===== config.mk =====
export PLATFORM = sky130hd
export DESIGN_NAME = uart_tx_fifo
export DESIGN_NICKNAME = d
export VERILOG_FILES = /design/src/rtl/uart_tx_fifo.sv
export SDC_FILE = /design/constraint.sdc
export NUM_CORES = 1
export LEC_CHECK = 0
export CAP_MARGIN = 20
export CORE_ASPECT_RATIO = 0.6
export CORE_UTILIZATION = 30
export CTS_CLUSTER_DIAMETER = 60
export DETAILED_ROUTE_END_ITERATION = 8
export MAX_ROUTING_LAYER = met4
export PLACE_DENSITY = 0.46
export RECOVER_POWER = 50
export SYNTH_ARGS = -nofsm -noshare
export SYNTH_HDL_FRONTEND = slang
export SYNTH_SLANG_ARGS = --single-unit

===== constraint.sdc =====
create_clock -name sysclk -period 6.9 [get_ports sysclk]
set_input_delay 2.07 -clock sysclk [delete_from_list [all_inputs] [get_ports sysclk]]
set_output_delay 2.07 -clock sysclk [all_outputs]
set_load 0.1 [all_outputs]

===== src/rtl/uart_tx_fifo.sv =====
// UART transmitter fed by a small FIFO. Frames (start, data LSB-first, optional
// parity, 1-2 stop bits) stream back-to-back while the FIFO holds data and enable is high.
`timescale 1ns/1ps
module uart_tx_fifo #(
  parameter int CLKS_PER_BIT = 434,
  parameter int DATA_BITS    = 8,
  parameter int PARITY       = 0,
  parameter int STOP_BITS    = 1,
  parameter int FIFO_DEPTH   = 4
) (
  input  logic                          sysclk,
  input  logic                          reset,
  input  logic                          enable,
  input  logic [DATA_BITS-1:0]          tx_data,
  input  logic                          tx_valid,
  output logic                          tx_ready,
  output logic                          busy,
  output logic                          tx_done,
  output logic [$clog2(FIFO_DEPTH):0]   fifo_cnt,
  output logic                          UART_TX
);
  localparam int AW = $clog2(FIFO_DEPTH);
  localparam int CW = $clog2(CLKS_PER_BIT);

  typedef enum logic [2:0] {IDLE, START, DATA, PAR, STOP} state_t;

  state_t               state, state_d;
  logic [DATA_BITS-1:0] mem [FIFO_DEPTH];
  logic [AW-1:0]        wr_ptr, rd_ptr;
  logic [AW:0]          cnt;
  logic                 push, pop;
  logic [CW-1:0]        baud, baud_d;
  logic [3:0]           bit_idx, bit_d;
  logic [DATA_BITS-1:0] shreg, shreg_d;
  logic                 par, par_d, line_d, done_d, baud_wrap;

  // Full is taken from the registered count, so a pop in the same cycle does not free a slot.
  assign tx_ready  = (cnt != (AW+1)'(FIFO_DEPTH));
  assign push      = tx_valid && tx_ready;
  assign fifo_cnt  = cnt;
  assign baud_wrap = (baud == CW'(CLKS_PER_BIT-1));

  always_ff @(posedge sysclk) begin
    if (push) mem[wr_ptr] <= tx_data;
  end

  always_ff @(posedge sysclk or negedge reset) begin
    if (!reset) begin
      wr_ptr <= '0;
      rd_ptr <= '0;
      cnt    <= '0;
    end else begin
      if (push) wr_ptr <= wr_ptr + 1'b1;
      if (pop)  rd_ptr <= rd_ptr + 1'b1;
      case ({push, pop})
        2'b10:   cnt <= cnt + 1'b1;
        2'b01:   cnt <= cnt - 1'b1;
        default: ;
      endcase
    end
  end

  always_comb begin
    state_d = state;
    baud_d  = baud;
    bit_d   = bit_idx;
    shreg_d = shreg;
    par_d   = par;
    pop     = 1'b0;
    done_d  = 1'b0;
    line_d  = 1'b1;
    if (state != IDLE) baud_d = baud_wrap ? '0 : baud + 1'b1;
    case (state)
      IDLE: begin
        baud_d = '0;
        bit_d  = '0;
        if (enable && cnt != '0) begin
          pop     = 1'b1;
          state_d = START;
        end
      end
      START: begin
        line_d = 1'b0;
        if (baud_wrap) state_d = DATA;
      end
      DATA: begin
        line_d = shreg[0];
        if (baud_wrap) begin
          shreg_d = shreg >> 1;
          if (bit_idx == 4'(DATA_BITS-1)) begin
            bit_d = '0;
            if (PARITY != 0) state_d = PAR;
            else             state_d = STOP;
          end else begin
            bit_d = bit_idx + 1'b1;
          end
        end
      end
      PAR: begin
        line_d = par;
        if (baud_wrap) state_d = STOP;
      end
      STOP: begin
        // bit_idx counts stop bits here; the next frame starts with no idle gap.
        if (baud_wrap) begin
          if (bit_idx == 4'(STOP_BITS-1)) begin
            done_d = 1'b1;
            bit_d  = '0;
            if (enable && cnt != '0) begin
              pop     = 1'b1;
              state_d = START;
            end else begin
              state_d = IDLE;
            end
          end else begin
            bit_d = bit_idx + 1'b1;
          end
        end
      end
      default: state_d = IDLE;
    endcase
    if (pop) begin
      shreg_d = mem[rd_ptr];
      par_d   = (PARITY == 2) ? ~^mem[rd_ptr] : ^mem[rd_ptr];
    end
  end

  // Line, busy and done are registered together so they stay cycle-aligned.
  always_ff @(posedge sysclk or negedge reset) begin
    if (!reset) begin
      state   <= IDLE;
      baud    <= '0;
      bit_idx <= '0;
      shreg   <= '0;
      par     <= 1'b0;
      UART_TX <= 1'b1;
      busy    <= 1'b0;
      tx_done <= 1'b0;
    end else begin
      state   <= state_d;
      baud    <= baud_d;
      bit_idx <= bit_d;
      shreg   <= shreg_d;
      par     <= par_d;
      UART_TX <= line_d;
      busy    <= (state != IDLE);
      tx_done <= done_d;
    end
  end
endmodule


== After elaboration in Yosys (flattened, before gate mapping) ==
Memory sizes are Yosys's and may differ from the RTL's.
Index checks and enable logic that the tools add are counted.
Operators by class
  equal/unequal tests: 16
  multiply operators: 0
  shift-type cells: 0
  reductions and logical operators: 15
  $add $sub $neg: 6
  divide/modulo/power cells: 0
  order comparisons: 0
  bitwise logic cells: 0
  mux-type cells: 31
Operators with widths (count)
  two-way mux 9 bit: 3
  two-way mux 8 bit: 3
  two-way mux 3 bit: 7
  two-way mux 4 bit: 4
  one-hot mux 3 bit (5 select lines): 1
  inequality test 2 bit, second input constant: 7
  one-hot mux 4 bit (3 select lines): 1
  adder 9 x 1 -> 9 bit, second input constant: 1
  == test 9 bit, second input constant: 1
  two-way mux 1 bit: 9
  nonzero test 3 bit: 3
  nonzero test 2 bit: 4
  parity 8 bit: 1
  AND reduction 7 bit: 1
  == test 3 x 2 -> 1 bit, second input constant: 2
  one-hot mux 3 bit (2 select lines): 1
  adder 2 x 1 -> 2 bit, second input constant: 2
  adder 4 x 1 -> 4 bit, second input constant: 1
  == test 4 x 3 -> 1 bit, second input constant: 1
  logical NOT 4 bit: 1
  adder 3 x 1 -> 3 bit, second input constant: 1
  == test 3 x 1 -> 1 bit, second input constant: 1
  == test 3 bit, second input constant: 1
  logical NOT 3 bit: 1
  9 further kinds: 10
Storage, ports and cells
  RAM bits: 32
  input bits: 12
  memories: 1
  ROM bits: 0
  word-level logic and storage cells: 80
  latch bits: 0
  flip-flop bits (word level): 35
Memories
  mem: words 4, width 8, rd ports 1, clocked after Yosys merged registers in 0, write ports 1, RTL line 28  | logic [DATA_BITS-1:0] mem [FIFO_DEPTH];

== Longest topological paths before layout ==
  depth in word-level cells: 8
  depth in mapped cells: 13
  depth with buffers taken out: 12

== Worst setup path before layout ==
OpenSTA, ideal clock, no wires.
  path type: flip-flop to output port
  start point: register cnt[0] (netlist: fifo_cnt[0])
  end point: output tx_ready
  data required time: 4.830 ns
  slack: 2.849 ns
  stages on the path, launching flop included: 3
  arrival: 1.981 ns
  buffers on the path: 0
  cell sequence: dfrtp_1 > inv_1 > nand3_1
On the way
  longest elaborated chain between the ends: 1
RTL lines
  from (decl): RTL line 30  | logic [AW:0] cnt;
  from (signal assigned): RTL line 56  | 2'b10: cnt <= cnt + 1'b1;
  from (signal assigned): RTL line 57  | 2'b01: cnt <= cnt - 1'b1;
  inequality test 3 bit: RTL line 38  | assign tx_ready = (cnt != (AW+1)'(FIFO_DEPTH));
  to (decl): RTL line 16  | output logic tx_ready,
No other way between the ends.

== Worst setup path in the final report ==
Ends and elaborated chain as after synthesis.

==> report_table.html <==
<table>
<tr><th>Metric</th><th>Value</th></tr>
<tr><th colspan="2">STA</th></tr>
<tr><td>Total of endpoints with negative setup slack in the final report</td><td>0</td></tr>
<tr><td>Setup repair after global routing missed its margin</td><td>false</td></tr>
<tr><td>Hold slack final</td><td>0.492 ns</td></tr>
<tr><td>Slew of the pin with the lowest slew margin</td><td>1.95 ns</td></tr>
<tr><td>Final total negative setup slack</td><td>0 ns</td></tr>
<tr><td>Worst slew margin relative to its limit</td><td>-0.298</td></tr>
<tr><td>Peak Freq</td><td>235 MHz</td></tr>
<tr><td>Worst clock skew on the final layout</td><td>0.00503 ns</td></tr>
<tr><td>Time the final worst path needs with I/O delays and setup</td><td>4.26 ns</td></tr>
<tr><td>Final cycle utilization of the critical path</td><td>0.617</td></tr>
<tr><td>Final count of hold timing violations</td><td>0</td></tr>
<tr><td>Max Transition Viols Final</td><td>36</td></tr>
<tr><th colspan="2">Synth</th></tr>
<tr><td>Adder-cell share of the synthesized area</td><td>0.0443</td></tr>
<tr><td>Share of synthesized cell area in and, or, nand and nor gates</td><td>0.101</td></tr>
<tr><td>Multiplexer share of the synthesized area</td><td>0.0802</td></tr>
<tr><td>Count of cell types in the netlist</td><td>40</td></tr>
<tr><td>Synthesized instance count</td><td>228</td></tr>
<tr><td>Main flop type after synthesis</td><td>dfrtp_1</td></tr>
<tr><td>Post-synthesis xor/xnor area fraction</td><td>0.0556</td></tr>
<tr><td>Net count after synthesis</td><td>250</td></tr>
<tr><td>Count of flip-flops with a built-in enable after synthesis</td><td>32</td></tr>
<tr><td>Area fraction in compound gates after synthesis</td><td>0.0719</td></tr>
<tr><td>Proportion of register bits with asynchronous set or reset after synthesis</td><td>0.522</td></tr>
<tr><td>Synth warn</td><td>0</td></tr>
<tr><td>Largest family of logic cells by synthesized area</td><td>simple AND/OR/NAND/NOR gates</td></tr>
<tr><td>Post-synthesis sequential area ratio</td><td>0.614</td></tr>
<tr><td>Combined area of all synthesized cells</td><td>2990 um^2</td></tr>
<tr><td>Synthesized area per cell</td><td>13.1 um^2</td></tr>
<tr><td>FF+latch count, synth</td><td>67</td></tr>
<tr><th colspan="2">CTS</th></tr>
<tr><td>Number of instances resized during post-cts repair</td><td>0</td></tr>
<tr><td>Clk buf depth</td><td>2</td></tr>
<tr><td>TritonCTS Buffers</td><td>9</td></tr>
<tr><td>Clk slew on worst S/H paths</td><td>0.05 ns</td></tr>
<tr><td>Number of post-CTS setup repair buffers</td><td>0</td></tr>
<tr><td>Clock tree root driver cell</td><td>clkbuf_16</td></tr>
<tr><td>Clock latency at the later pin of the worst-skew pair</td><td>0.32 ns</td></tr>
<tr><td>CTS H-tree depth</td><td>3</td></tr>
<tr><td>Hold_buf cts</td><td>0</td></tr>
<tr><td>CTS tree</td><td>built</td></tr>
<tr><td>Sinks on the clock net</td><td>67</td></tr>
<tr><th colspan="2">Place</th></tr>
<tr><td>Number of placed cells counting well taps</td><td>370</td></tr>
<tr><td>Weighted congestion at the end of routability-driven global placement</td><td>0.746</td></tr>
<tr><td>I/O Buffers</td><td>18</td></tr>
<tr><td>Detailed placement HPWL</td><td>3830 um</td></tr>
<tr><th colspan="2">Pwr</th></tr>
<tr><td>Proportion of power drawn by the clock network</td><td>0.291</td></tr>
<tr><td>Fraction of power spent switching nets</td><td>0.351</td></tr>
<tr><td>Leakage power</td><td>1.42 nW</td></tr>
<tr><td>Flop pwr share</td><td>0.377</td></tr>
<tr><td>Internal power consumption</td><td>1.07 mW</td></tr>
<tr><td>Relative contribution of combinational cells to total power</td><td>0.332</td></tr>
<tr><td>Switching component of the power</td><td>0.578 mW</td></tr>
<tr><td>Maximum vdd ir drop</td><td>0.000195 V</td></tr>
<tr><td>Pwr per Cell Area</td><td>456 nW/um^2</td></tr>
<tr><th colspan="2">Critical path</th></tr>
<tr><td>Capturing element type of the critical path</td><td>output pin</td></tr>
<tr><td>Critical path fanouts, max</td><td>6</td></tr>
<tr><td>FF-to-FF setup slack</td><td>3.74 ns</td></tr>
<tr><td>Critical Path RT</td><td>4.83 ns</td></tr>
<tr><td>Launching element type of the critical path</td><td>flip-flop</td></tr>
<tr><td>Arrival time reported for the critical path endpoint</td><td>2.19 ns</td></tr>
<tr><td>Critical setup path kind</td><td>reg -&gt; out</td></tr>
<tr><th colspan="2">Final layout</th></tr>
<tr><td>Net count of the finished layout</td><td>273</td></tr>
<tr><td>Diode count</td><td>0</td></tr>
<tr><td>Most common cell after layout, fill and taps aside</td><td>dfrtp_1</td></tr>
<tr><td>Area delta synth-&gt;final</td><td>20.5%</td></tr>
<tr><td>Non-Filler Instances</td><td>386</td></tr>
<tr><td>Final Core Density</td><td>0.383</td></tr>
<tr><td>Fraction of layout cells with a size suffix above 1</td><td>0.105</td></tr>
<tr><td>Commonest cells after routing, fill and taps aside</td><td>dfrtp_1, edfxtp_1, nand2_1</td></tr>
<tr><th colspan="2">Global route</th></tr>
<tr><td>Number of antenna violations at the first check in global routing</td><td>0</td></tr>
<tr><td>GRT Util Overall</td><td>0.127</td></tr>
<tr><td>Vias in the first global route</td><td>1,751</td></tr>
<tr><td>Maximum number of pins on one net before global-route repair</td><td>36</td></tr>
<tr><td>First-pass GRT wire length</td><td>9280 um</td></tr>
<tr><td>GRT Residual Overflow</td><td>0</td></tr>
<tr><th colspan="2">Routing</th></tr>
<tr><td>DR iter-0 viols</td><td>134</td></tr>
<tr><td>Post-detailed-route DRC marker count</td><td>0</td></tr>
<tr><td>Number of optimization iterations in the first detailed-route pass</td><td>4</td></tr>
<tr><td>Antenna Nets Post-Route</td><td>0</td></tr>
<tr><td>Via total after detailed routing</td><td>1,730</td></tr>
<tr><td>Total wire length after detailed routing</td><td>5440 um</td></tr>
<tr><td>Routed wire per std cell</td><td>14.1 um</td></tr>
<tr><td>Ratio of routed vias to standard cells</td><td>4.48</td></tr>
<tr><th colspan="2">Floorplan</th></tr>
<tr><td>DIE HEIGHT</td><td>79.4 um</td></tr>
<tr><td>Die Wd</td><td>131 um</td></tr>
<tr><td>Boundary Pins</td><td>19</td></tr>
<tr><td>Rows</td><td>27</td></tr>
<tr><td>Floorplan core area</td><td>9430 um^2</td></tr>
<tr><td>Die area</td><td>10,400 um^2</td></tr>
<tr><td>Initial core utilization</td><td>0.318</td></tr>
<tr><th colspan="2">Outcome</th></tr>
<tr><td>Failing checks</td><td>max-capacitance violations, max-slew violations</td></tr>
<tr><td>Status</td><td>complete, but fails checks</td></tr>
<tr><th colspan="2">Flow run</th></tr>
<tr><td>Number of violations of the max-capacitance limit</td><td>1</td></tr>
<tr><th colspan="2">Min path</th></tr>
<tr><td>Worst min path class</td><td>reg -&gt; reg</td></tr>
</table>
[cell type report]
class / instances / area, um^2
Inverter: 16 / 60.1
Multi-Input combinational cell: 139 / 1060
Timing Repair Buffer: 18 / 174
Fill cell: 878 / 5820
Clock buffer: 9 / 225
Tap cell: 130 / 163
Clock inverter: 7 / 91.3
Sequential cell: 67 / 1840
[final timing paths]
kind                        startpoint           to  cells after the start
hold / removal                 baud[0]      baud[0]                      1
max in group asynchronous        reset    wr_ptr[0]                      1
setup / recovery           fifo_cnt[0]     tx_ready                      3
setup reg to reg            bit_idx[0]  fifo_cnt[2]                     12
min in group asynchronous        reset   bit_idx[0]                      1
hold reg to reg                baud[0]      baud[0]                      1
[critical path, stage by stage, from the launching register on]
cell,delay [ns]
dfrtp_1,0.39
inv_1,0.09
nand3_1,0.20
clkdlybuf4s50_1,1.18
[flip-flops by register name, indices dropped and copies added, names as in the netlist]
name      cells
wr_ptr        2
fifo_cnt      3
rd_ptr        2
baud          9
par           1
UART_TX       1
bit_idx       4
tx_done       1
shreg         8
busy          1
state         3
mem          32
[power by group through the flow]
stage	clock (mW)	combinational [mW]	sequential (mW)
2_1_floorplan	0	0.366	0.680
3_3_place_gp	0	0.555	0.629
3_5_place_dp	0	0.556	0.629
4_1_cts	0.493	0.557	0.622
5_1_grt	0.512	0.600	0.637
6_report	0.479	0.546	0.620
[metrics by stage]
step                instance area [um^2]  power (mW)  worst slack [ns]
CTS                                 3610        1.67              2.62
floorplan                           2990        1.05              2.85
global route                        3610        1.75              2.55
global placement                    3290        1.18              2.68
finish                              3610        1.64              2.64
detailed placement                  3290        1.18              2.64
[routing by layer]
metal,track usage,part of all wire
met5,-,0
met4,0.0517,0.014
met3,0.0456,0.037
met2,0.164,0.40
met1,0.176,0.54
[cell usage after synthesis (3+ instances only)]
| cell type | instances | share of area |
|---|---|---|
| o21ai_1 | 6 | 0.010 |
| ha_1 | 9 | 0.038 |
| mux2i_1 | 6 | 0.020 |
| inv_1 | 15 | 0.019 |
| or3_1 | 4 | 0.0084 |
| dfrtp_1 | 34 | 0.28 |
| a21oi_1 | 7 | 0.012 |
| xnor2_1 | 14 | 0.041 |
| xor2_1 | 5 | 0.015 |
| nand2_1 | 20 | 0.025 |
| o21ai_0 | 8 | 0.013 |
| nor2_1 | 12 | 0.015 |
| and3_1 | 5 | 0.010 |
| nand3_1 | 9 | 0.015 |
| mux4_2 | 8 | 0.060 |
| edfxtp_1 | 32 | 0.32 |
| nand2b_1 | 3 | 0.0063 |
[kinds of logic (layout without fill, tap and decap cells)]
| family | Yosys count | after routing |
|---|---|---|
| muxes | 14 | 14 |
| AOI/OAI and AO/OA | 34 | 34 |
| DFF | 67 | 67 |
| buffers and inverters | 22 | 50 |
| adders and majority gates | 10 | 10 |
| and+or+nand+nor | 62 | 62 |
| xor gates and xnor gates | 19 | 19 |
No activity file was read; power rests on OpenSTA's default activity.
